## config.mk

```make
export PLATFORM = sky130hd
export DESIGN_NAME = instr_encoder_flat
export DESIGN_NICKNAME = d
export VERILOG_FILES = /design/src/rtl/legv8_enc_pkg.sv /design/src/rtl/instr_encoder_if.sv /design/src/rtl/imm_fits.sv /design/src/rtl/instr_encoder.sv /design/src/flat_wrapper.sv
export SDC_FILE = /design/constraint.sdc
export NUM_CORES = 1
export LEC_CHECK = 0
export CELL_PAD_IN_SITES_DETAIL_PLACEMENT = 0
export CELL_PAD_IN_SITES_GLOBAL_PLACEMENT = 1
export CORE_UTILIZATION = 37
export DETAILED_ROUTE_END_ITERATION = 8
export GPL_TIMING_DRIVEN = 0
export PLACE_DENSITY = 0.79
export REMOVE_ABC_BUFFERS = 1
export SKIP_CTS_REPAIR_TIMING = 1
export SKIP_LAST_GASP = 1
export SYNTH_ARGS = -nofsm -noshare
export SYNTH_HDL_FRONTEND = slang
export SYNTH_SLANG_ARGS = --single-unit
```

## constraint.sdc

```tcl
create_clock -name clk -period 3.1 [get_ports clk]
set_input_delay 0.31 -clock clk [delete_from_list [all_inputs] [get_ports clk]]
set_output_delay 0.31 -clock clk [all_outputs]
set_load 0.02 [all_outputs]
```

## src/rtl/legv8_enc_pkg.sv

```systemverilog
// rtl/legv8_enc_pkg.sv - LEGv8 encoder formats, field geometry and buffer entry type
package legv8_enc_pkg;

  typedef enum logic [2:0] {
    FMT_R  = 3'd0,
    FMT_I  = 3'd1,
    FMT_D  = 3'd2,
    FMT_B  = 3'd3,
    FMT_CB = 3'd4
  } fmt_t;

  localparam int DADDR_W = 9;
  localparam int IMM12_W = 12;
  localparam int COND_W  = 19;
  localparam int BR_W    = 26;
  localparam int SHAMT_W = 6;

  localparam int RD_LSB    = 0;
  localparam int RN_LSB    = 5;
  localparam int CB_IMM_LSB = 5;
  localparam int I_IMM_LSB = 10;
  localparam int D_IMM_LSB = 12;
  localparam int RM_LSB    = 16;

  localparam int ENTRY_ADDR_W = 16;

  typedef struct packed {
    logic [31:0]             instr;
    logic [ENTRY_ADDR_W-1:0] addr;
    logic                    err;
  } entry_t;

endpackage

```

## src/rtl/instr_encoder_if.sv

```systemverilog
// rtl/instr_encoder_if.sv - request/response handshake bundle for instr_encoder
interface instr_encoder_if #(parameter int ADDR_W = 8);
  logic              in_valid;
  logic              in_ready;
  logic [2:0]        in_fmt;
  logic [10:0]       in_opcode;
  logic [4:0]        in_rd;
  logic [4:0]        in_rn;
  logic [4:0]        in_rm;
  logic [63:0]       in_imm;
  logic              out_valid;
  logic              out_ready;
  logic [31:0]       out_instr;
  logic [ADDR_W-1:0] out_addr;
  logic              out_err;

  modport master (
    output in_valid, in_fmt, in_opcode, in_rd, in_rn, in_rm, in_imm, out_ready,
    input  in_ready, out_valid, out_instr, out_addr, out_err
  );

  modport slave (
    input  in_valid, in_fmt, in_opcode, in_rd, in_rn, in_rm, in_imm, out_ready,
    output in_ready, out_valid, out_instr, out_addr, out_err
  );
endinterface

```

## src/rtl/imm_fits.sv

```systemverilog
// rtl/imm_fits.sv - high when a 64-bit value is the sign extension of its low W bits
module imm_fits #(parameter int W = 9) (
  input  logic [63:0] in,
  output logic        fits
);
  wire unused_low = ^in[W-2:0];

  assign fits = (&in[63:W-1]) | ~(|in[63:W-1]);
endmodule

```

## src/rtl/instr_encoder.sv

```systemverilog
// rtl/instr_encoder.sv - LEGv8 word packer with 2-entry output FIFO; IMM_RANGE_CHECK_EN adds immediate range flags
module instr_encoder
  import legv8_enc_pkg::*;
#(
  parameter int ADDR_W = 8
) (
  input logic             clk,
  input logic             reset,
  instr_encoder_if.slave  bus
);

  fmt_t        fmt;
  logic [31:0] enc_instr;
  logic        illegal;
  logic        range_err;

  assign fmt = fmt_t'(bus.in_fmt);

  always_comb begin
    enc_instr = '0;
    illegal   = 1'b0;
    case (fmt)
      FMT_R:  enc_instr = {bus.in_opcode, bus.in_rm, bus.in_imm[SHAMT_W-1:0], bus.in_rn, bus.in_rd};
      FMT_I:  enc_instr = {bus.in_opcode[9:0], bus.in_imm[IMM12_W-1:0], bus.in_rn, bus.in_rd};
      FMT_D:  enc_instr = {bus.in_opcode, bus.in_imm[DADDR_W-1:0], 2'b00, bus.in_rn, bus.in_rd};
      FMT_B:  enc_instr = {bus.in_opcode[5:0], bus.in_imm[BR_W-1:0]};
      FMT_CB: enc_instr = {bus.in_opcode[7:0], bus.in_imm[COND_W-1:0], bus.in_rd};
      default: illegal = 1'b1;
    endcase
  end

`ifdef IMM_RANGE_CHECK_EN
  logic fits_d, fits_i, fits_cb, fits_b;

  imm_fits #(.W(DADDR_W)) u_fits_d  (.in(bus.in_imm), .fits(fits_d));
  imm_fits #(.W(IMM12_W)) u_fits_i  (.in(bus.in_imm), .fits(fits_i));
  imm_fits #(.W(COND_W))  u_fits_cb (.in(bus.in_imm), .fits(fits_cb));
  imm_fits #(.W(BR_W))    u_fits_b  (.in(bus.in_imm), .fits(fits_b));

  // shamt is unsigned, so R only needs the bits above the 6-bit field clear
  always_comb begin
    range_err = 1'b0;
    case (fmt)
      FMT_R:  range_err = |bus.in_imm[63:SHAMT_W];
      FMT_I:  range_err = ~fits_i;
      FMT_D:  range_err = ~fits_d;
      FMT_B:  range_err = ~fits_b;
      FMT_CB: range_err = ~fits_cb;
      default: range_err = 1'b0;
    endcase
  end
`else
  wire unused_imm_hi = ^bus.in_imm[63:BR_W];
  assign range_err = 1'b0;
`endif

  entry_t            mem [2];
  logic              rd_ptr;
  logic              wr_ptr;
  logic [1:0]        count;
  logic [1:0]        count_nxt;
  logic              in_ready_q;
  logic [ADDR_W-1:0] addr_q;
  logic              push;
  logic              pop;
  entry_t            new_entry;

  assign push = bus.in_valid & in_ready_q;
  assign pop  = (count != 2'd0) & bus.out_ready;

  always_comb begin
    new_entry       = '0;
    new_entry.instr = enc_instr;
    new_entry.addr  = ENTRY_ADDR_W'(addr_q);
    new_entry.err   = illegal | range_err;
  end

  always_comb begin
    count_nxt = count;
    if (push && !pop)
      count_nxt = count + 2'd1;
    else if (pop && !push)
      count_nxt = count - 2'd1;
  end

  // in_ready is taken from the next count so a pop only frees a slot one cycle later
  always_ff @(posedge clk or posedge reset) begin
    if (reset) begin
      mem[0]     <= '0;
      mem[1]     <= '0;
      rd_ptr     <= 1'b0;
      wr_ptr     <= 1'b0;
      count      <= 2'd0;
      in_ready_q <= 1'b1;
      addr_q     <= '0;
    end else begin
      if (push) begin
        mem[wr_ptr] <= new_entry;
        wr_ptr      <= ~wr_ptr;
        addr_q      <= addr_q + 1'b1;
      end
      if (pop)
        rd_ptr <= ~rd_ptr;
      count      <= count_nxt;
      in_ready_q <= (count_nxt < 2'd2);
    end
  end

  assign bus.in_ready  = in_ready_q;
  assign bus.out_valid = (count != 2'd0);
  assign bus.out_instr = bus.out_valid ? mem[rd_ptr].instr : 32'h0;
  assign bus.out_addr  = bus.out_valid ? mem[rd_ptr].addr[ADDR_W-1:0] : '0;
  assign bus.out_err   = bus.out_valid & mem[rd_ptr].err;

endmodule

```

## src/flat_wrapper.sv

```systemverilog
// flat-port wrapper written by rule: the top's interface ports become plain ports
module instr_encoder_flat import legv8_enc_pkg::*;
#(
  parameter int ADDR_W = 8
)
  (clk, reset, bus_in_valid, bus_in_fmt, bus_in_opcode, bus_in_rd, bus_in_rn, bus_in_rm, bus_in_imm, bus_out_ready, bus_in_ready, bus_out_valid, bus_out_instr, bus_out_addr, bus_out_err);
  instr_encoder_if #(.ADDR_W(ADDR_W)) bus_i ();
  input logic clk;
  input logic reset;
  input wire logic [$bits(bus_i.in_valid)-1:0] bus_in_valid;
  input wire logic [$bits(bus_i.in_fmt)-1:0] bus_in_fmt;
  input wire logic [$bits(bus_i.in_opcode)-1:0] bus_in_opcode;
  input wire logic [$bits(bus_i.in_rd)-1:0] bus_in_rd;
  input wire logic [$bits(bus_i.in_rn)-1:0] bus_in_rn;
  input wire logic [$bits(bus_i.in_rm)-1:0] bus_in_rm;
  input wire logic [$bits(bus_i.in_imm)-1:0] bus_in_imm;
  input wire logic [$bits(bus_i.out_ready)-1:0] bus_out_ready;
  output wire logic [$bits(bus_i.in_ready)-1:0] bus_in_ready;
  output wire logic [$bits(bus_i.out_valid)-1:0] bus_out_valid;
  output wire logic [$bits(bus_i.out_instr)-1:0] bus_out_instr;
  output wire logic [$bits(bus_i.out_addr)-1:0] bus_out_addr;
  output wire logic [$bits(bus_i.out_err)-1:0] bus_out_err;
  assign bus_i.in_valid = bus_in_valid;
  assign bus_i.in_fmt = bus_in_fmt;
  assign bus_i.in_opcode = bus_in_opcode;
  assign bus_i.in_rd = bus_in_rd;
  assign bus_i.in_rn = bus_in_rn;
  assign bus_i.in_rm = bus_in_rm;
  assign bus_i.in_imm = bus_in_imm;
  assign bus_i.out_ready = bus_out_ready;
  assign bus_in_ready = bus_i.in_ready;
  assign bus_out_valid = bus_i.out_valid;
  assign bus_out_instr = bus_i.out_instr;
  assign bus_out_addr = bus_i.out_addr;
  assign bus_out_err = bus_i.out_err;
  instr_encoder #(.ADDR_W(ADDR_W)) u_core (.clk(clk), .reset(reset), .bus(bus_i));
endmodule
```

## Yosys cells after proc, flatten, opt, wreduce, memory -nomap -nowiden

Index checks and enable logic that the tools add are counted.

- Register bits: 111
- Input port bits: 97
- Output and inout port bits: 43
- Logic and storage cells: 49

- $add $sub $neg: 3
- Order comparisons: 4
- Equal/unequal tests: 4
- Muxes and demuxes: 12
- Bitwise logic cells: 7
- Reduce and logical (&&, ||, !) cells: 8

Operators by type and width:

| operator | number |
|---|---|
| 49-bit two-way mux | 4 |
| 32-bit one-hot mux with 5 select lines | 1 |
| 98-bit bitwise mux | 1 |
| 49-bit demux with 1-bit select | 1 |
| 32-bit two-way mux | 1 |
| 8-bit by 1-bit adder with 8-bit output (second input constant) | 1 |
| 8-bit two-way mux | 1 |
| 3-bit by 2-bit == test with 1-bit output (second input constant) | 2 |
| 5-bit OR reduction | 1 |
| 2-bit >= comparator (second input constant) | 2 |
| 2-bit two-way mux | 2 |
| 1-bit NOT with 2-bit output | 2 |
| 1-bit bitwise AND | 3 |
| 3-bit by 1-bit == test with 1-bit output (second input constant) | 1 |
| 3-bit == test (second input constant) | 1 |
| 1-bit logical AND | 3 |
| 3-bit logical NOT | 1 |
| 2-bit by 1-bit adder with 2-bit output (second input constant) | 1 |
| 1-bit logical NOT | 2 |
| 2-bit by 1-bit less-than comparator with 1-bit output (second input constant) | 1 |
| 2-bit less-than comparator (second input constant) | 1 |
| 1-bit NOT | 2 |
| 2-bit nonzero test | 1 |
| 2-bit by 1-bit subtractor with 2-bit output (second input constant) | 1 |
| 1-bit two-way mux | 1 |

## Depth between registers and ports, before layout

- Depth in word-level cells: 6
- Gate-level depth with buffers: 11

## Worst setup path after synthesis

Ideal clock, no wire load.

- Kind: reg2reg
- Start: register u_core.in_ready_q (netlist: u_core.bus.in_ready)
- End: register u_core.mem[77] in the netlist's numbering
- Data arrival time: 1619 ps
- Data required time: 3024 ps
- Slack: 1405 ps
- Stages on the path, launching flop included: 8
- Buffers on the path: 2
- Cell sequence: dfstp_2 and2_1 buf_4 inv_1 nor2_2 nand2_1 buf_2 o21ai_1

- Cells in the longest elaborated chain, start to end: 1

Ends and longest elaborated chain:

| what | RTL line | text |
|---|---|---|
| start: declaration | instr_encoder.sv:62 | `logic in_ready_q;` |
| start signal: assignment | instr_encoder.sv:105 | `in_ready_q <= (count_nxt < 2'd2);` |
| 1-bit bitwise AND | instr_encoder.sv:68 | `assign push = bus.in_valid & in_ready_q;` |
| end signal: indexed assignment | instr_encoder.sv:98 | `mem[wr_ptr] <= new_entry;` |
| end: declaration | instr_encoder.sv:57 | `entry_t mem [2];` |

No other way between the ends.
A chain may end at the register's enable or synchronous reset.

## Worst setup path in the final report

- Start: input bus_in_fmt[2]
- End: register u_core.mem[40] in the netlist's numbering

- Cells in the longest elaborated chain, start to end: 3
- Elaborated cells between the ends (all ways): 7
- Those cells by class: eq/ne (4); mux (2); reduce/logical (1)

Ends and longest elaborated chain:

| what | RTL line | text |
|---|---|---|
| start: declaration | flat_wrapper.sv:11 | `input wire logic [$bits(bus_i.in_fmt)-1:0] bus_in_fmt;` |
| 3-bit == test, or another cell as far along | instr_encoder.sv:22 | `case (fmt)` |
| 32-bit one-hot mux with 5 select lines (*) | instr_encoder.sv:22 |  |
| 98-bit bitwise mux (*) | instr_encoder.sv:98 |  |

Every way passes the cells marked *; elsewhere a longest branch is shown, timed or not.

==> impl_results.md <==
- Initial antenna violation count: 0
- Drt drc: 0
- Crit start category: input pin
- CTS root buffer: clkbuf_16
- Crit path required time: 3.38 ns
- Ant. Diodes: 0
- Slew headroom: 0.208
- Syn_area_per_cell: 10.2 µm²
- Number of core rows: 42
- Crit path arrival time: 3.04 ns
- Nets: 665
- Cells after DPL: 729
- Synth Instances: 487
- Fill cell count: 1,212
- Area grow syn2layout: 29.1%
- Chip height: 118 µm
- CTS Buf Count: 9
- PD cells: 901 nW/µm²
- Via count: 4,078
- Sequential element share of the synthesized area: 0.478
- Post-Route Setup TNS: 0 ns
- Hold slack: 0.315 ns
- DRT Wirelength: 13,500 µm
- Status: completed
- DRT iter0 DRCs: 274
- Top Ports: 140
- Cell taking the most area after synthesis: dfrtp_1
- Post-synth top area share: 0.472
- CTS tree: built
- Final hold violations: 0
- Area of the core: 13,200 µm²
- Post-synthesis register bit count: 95
- Longest Clk Path Bufs: 2
- Clock slew seen by the registers of the worst setup and hold paths: 0.07 ns
- Final setup margin: 0.336 ns
- Post-DRT Antenna Nets: 0
- GRT overflow: 0
- Asr flop ratio synth: 1.00
- Library cells used by synthesis: 38
- Setup violators final: 0
- Post-route cell area: 6430 µm²
- Top FF cell, synth: dfrtp_1
- Setup CP Type: in -> reg
- Final period utilization: 0.892
- Full die area: 13,900 µm²
- Slew Limit Fails: 0
- EDFF count, synth: 0
- Vias per Instance: 5.47
- Synth cell count leaders: dfrtp_1 (94), nand2_1 (67), mux2i_1 (48), nor2_1 (46), a22o_1 (43)
- Drt wl/cell: 18.1 µm
- Worst slew pin tran: 1.19 ns
- Crit. End Element: register
- Most common cell in the synthesized netlist: dfrtp_1
- Share of cells above drive strength 1: 0.0844
- Worst Hold Class: in -> async
- Synth area leaders: dfrtp_1 (47%), mux2i_1 (9.7%), a22o_1 (7.6%)
- Final min period: 2.76 ns
- Initial Util: 0.377
- DP HPWL: 9460 µm
- H-tree lvl count: 3
- Clk sink count: 95
- Count of buffers from port buffering: 101
- Die W: 118 µm
- Finished Core Util: 0.487
- RSZ-0062 raised after global routing: no
- Largest net degree at the start of global routing: 67
- Clk_lat worst skew: 0.34 ns
- Dpl ws: 0.0172 ns
- Synth warn: 0
- First-pass GRT wire length: 21,900 µm
- Static Leak: 2.83 nW
- Placed Area: 6140 µm²
- Maximum VDD drop: 0.336 mV
- Non-Filler Instances: 745
- Routability-driven placement congestion ratio: 0.853
- Post-Route Skew: 0.00617 ns
- Drt pass-1 iters: 5
- Vias in the first global route: 4,146
- Power Total: 5.79 mW
- Crit Path Max Fanout: 20
- Max-cap violations: 0
- Fmax: 362 MHz
- GRT Total Usage: 0.199
- Synth Cell Area: 4980 µm²
-- power by group --
part	total [mW]	leakage, nW	internal (mW)	switching, mW
logic	2.61	1.46	1.25	1.36
clock network	1.07	0.135	0.590	0.484
registers	2.10	1.24	1.75	0.351
-- routing by layer --
layer	global-route usage	part of all wire	vias to the layer above
met5	0	0	-
met4	0.0705	0.016	0
met3	0.0354	0.039	13
met2	0.328	0.49	101
met1	0.263	0.46	2049
li1	-	-	1915
-- cell type report --
type | instances | area (µm²) | share of cell area
clock buffer | 12 | 256 | 0.0399
clock inverter | 4 | 28.8 | 0.00448
inverter | 10 | 40.0 | 0.00623
multi-input combinational | 342 | 2380 | 0.370
sequential | 95 | 2380 | 0.370
tap | 176 | 220 | 0.0343
timing repair buffer | 106 | 1130 | 0.175
-- sequential cells by signal, indices dropped and copies added, names as in the netlist --
| name | cells |
|---|---|
| u_core.addr_q | 8 |
| u_core.bus.in_ready | 1 |
| u_core.count | 2 |
| u_core.mem | 82 |
| u_core.rd_ptr | 1 |
| u_core.wr_ptr | 1 |
-- cell usage in the layout (no fill, tap or decap), types with 3 or more instances in the layout --
| cell | n |
|---|---|
| clkdlybuf4s50_1 | 101 |
| clkbuf_16 | 9 |
| o22a_1 | 4 |
| inv_1 | 7 |
| a22o_1 | 43 |
| nor2b_1 | 6 |
| nor2_1 | 45 |
| nand4_1 | 3 |
| a32o_1 | 15 |
| o21ai_1 | 33 |
| mux2_2 | 14 |
| nand2_1 | 66 |
| dfrtp_1 | 93 |
| a22oi_1 | 7 |
| xnor2_1 | 7 |
| a21oi_1 | 9 |
| ha_1 | 3 |
| mux2i_1 | 48 |
| buf_12 | 3 |
| a221o_1 | 11 |
| a32oi_1 | 5 |
| o21ai_0 | 4 |
-- worst max-delay path: stages --
cell	delay [ns]
clkdlybuf4s50_1	0.85
nor2b_1	1.12
and2_4	0.39
a221o_1	0.23
a22o_1	0.14
-- final timing paths --
kind | slack [ns] | end | startpoint | cells after the start
worst max-delay path | 0.34 | u_core.mem[40] | bus_in_fmt[2] | 5
worst min-delay path | 0.32 | u_core.mem[70] | reset | 2
worst max register to register | 0.82 | u_core.mem[85] | u_core.bus.in_ready | 5
max in group asynchronous | 2.11 | u_core.bus.in_ready | reset | 3
min in group clk | 0.48 | u_core.mem[50] | u_core.mem[50] | 2
worst min register to register | 0.48 | u_core.mem[50] | u_core.mem[50] | 2
-- kinds of logic (layout without fill, tap and decap cells) --
kind of cell	after synthesis	in the layout	share of synthesized area
AOI/OAI and AO/OA	135	135	0.211
xor gates and xnor gates	8	8	0.0141
adders and majority gates	4	4	0.0101
buffers and inverters	50	132	0.0470
DFF	95	95	0.478
muxes	63	63	0.130
and+or+nand+nor	132	132	0.110
(Power assumes the default switching activity.)
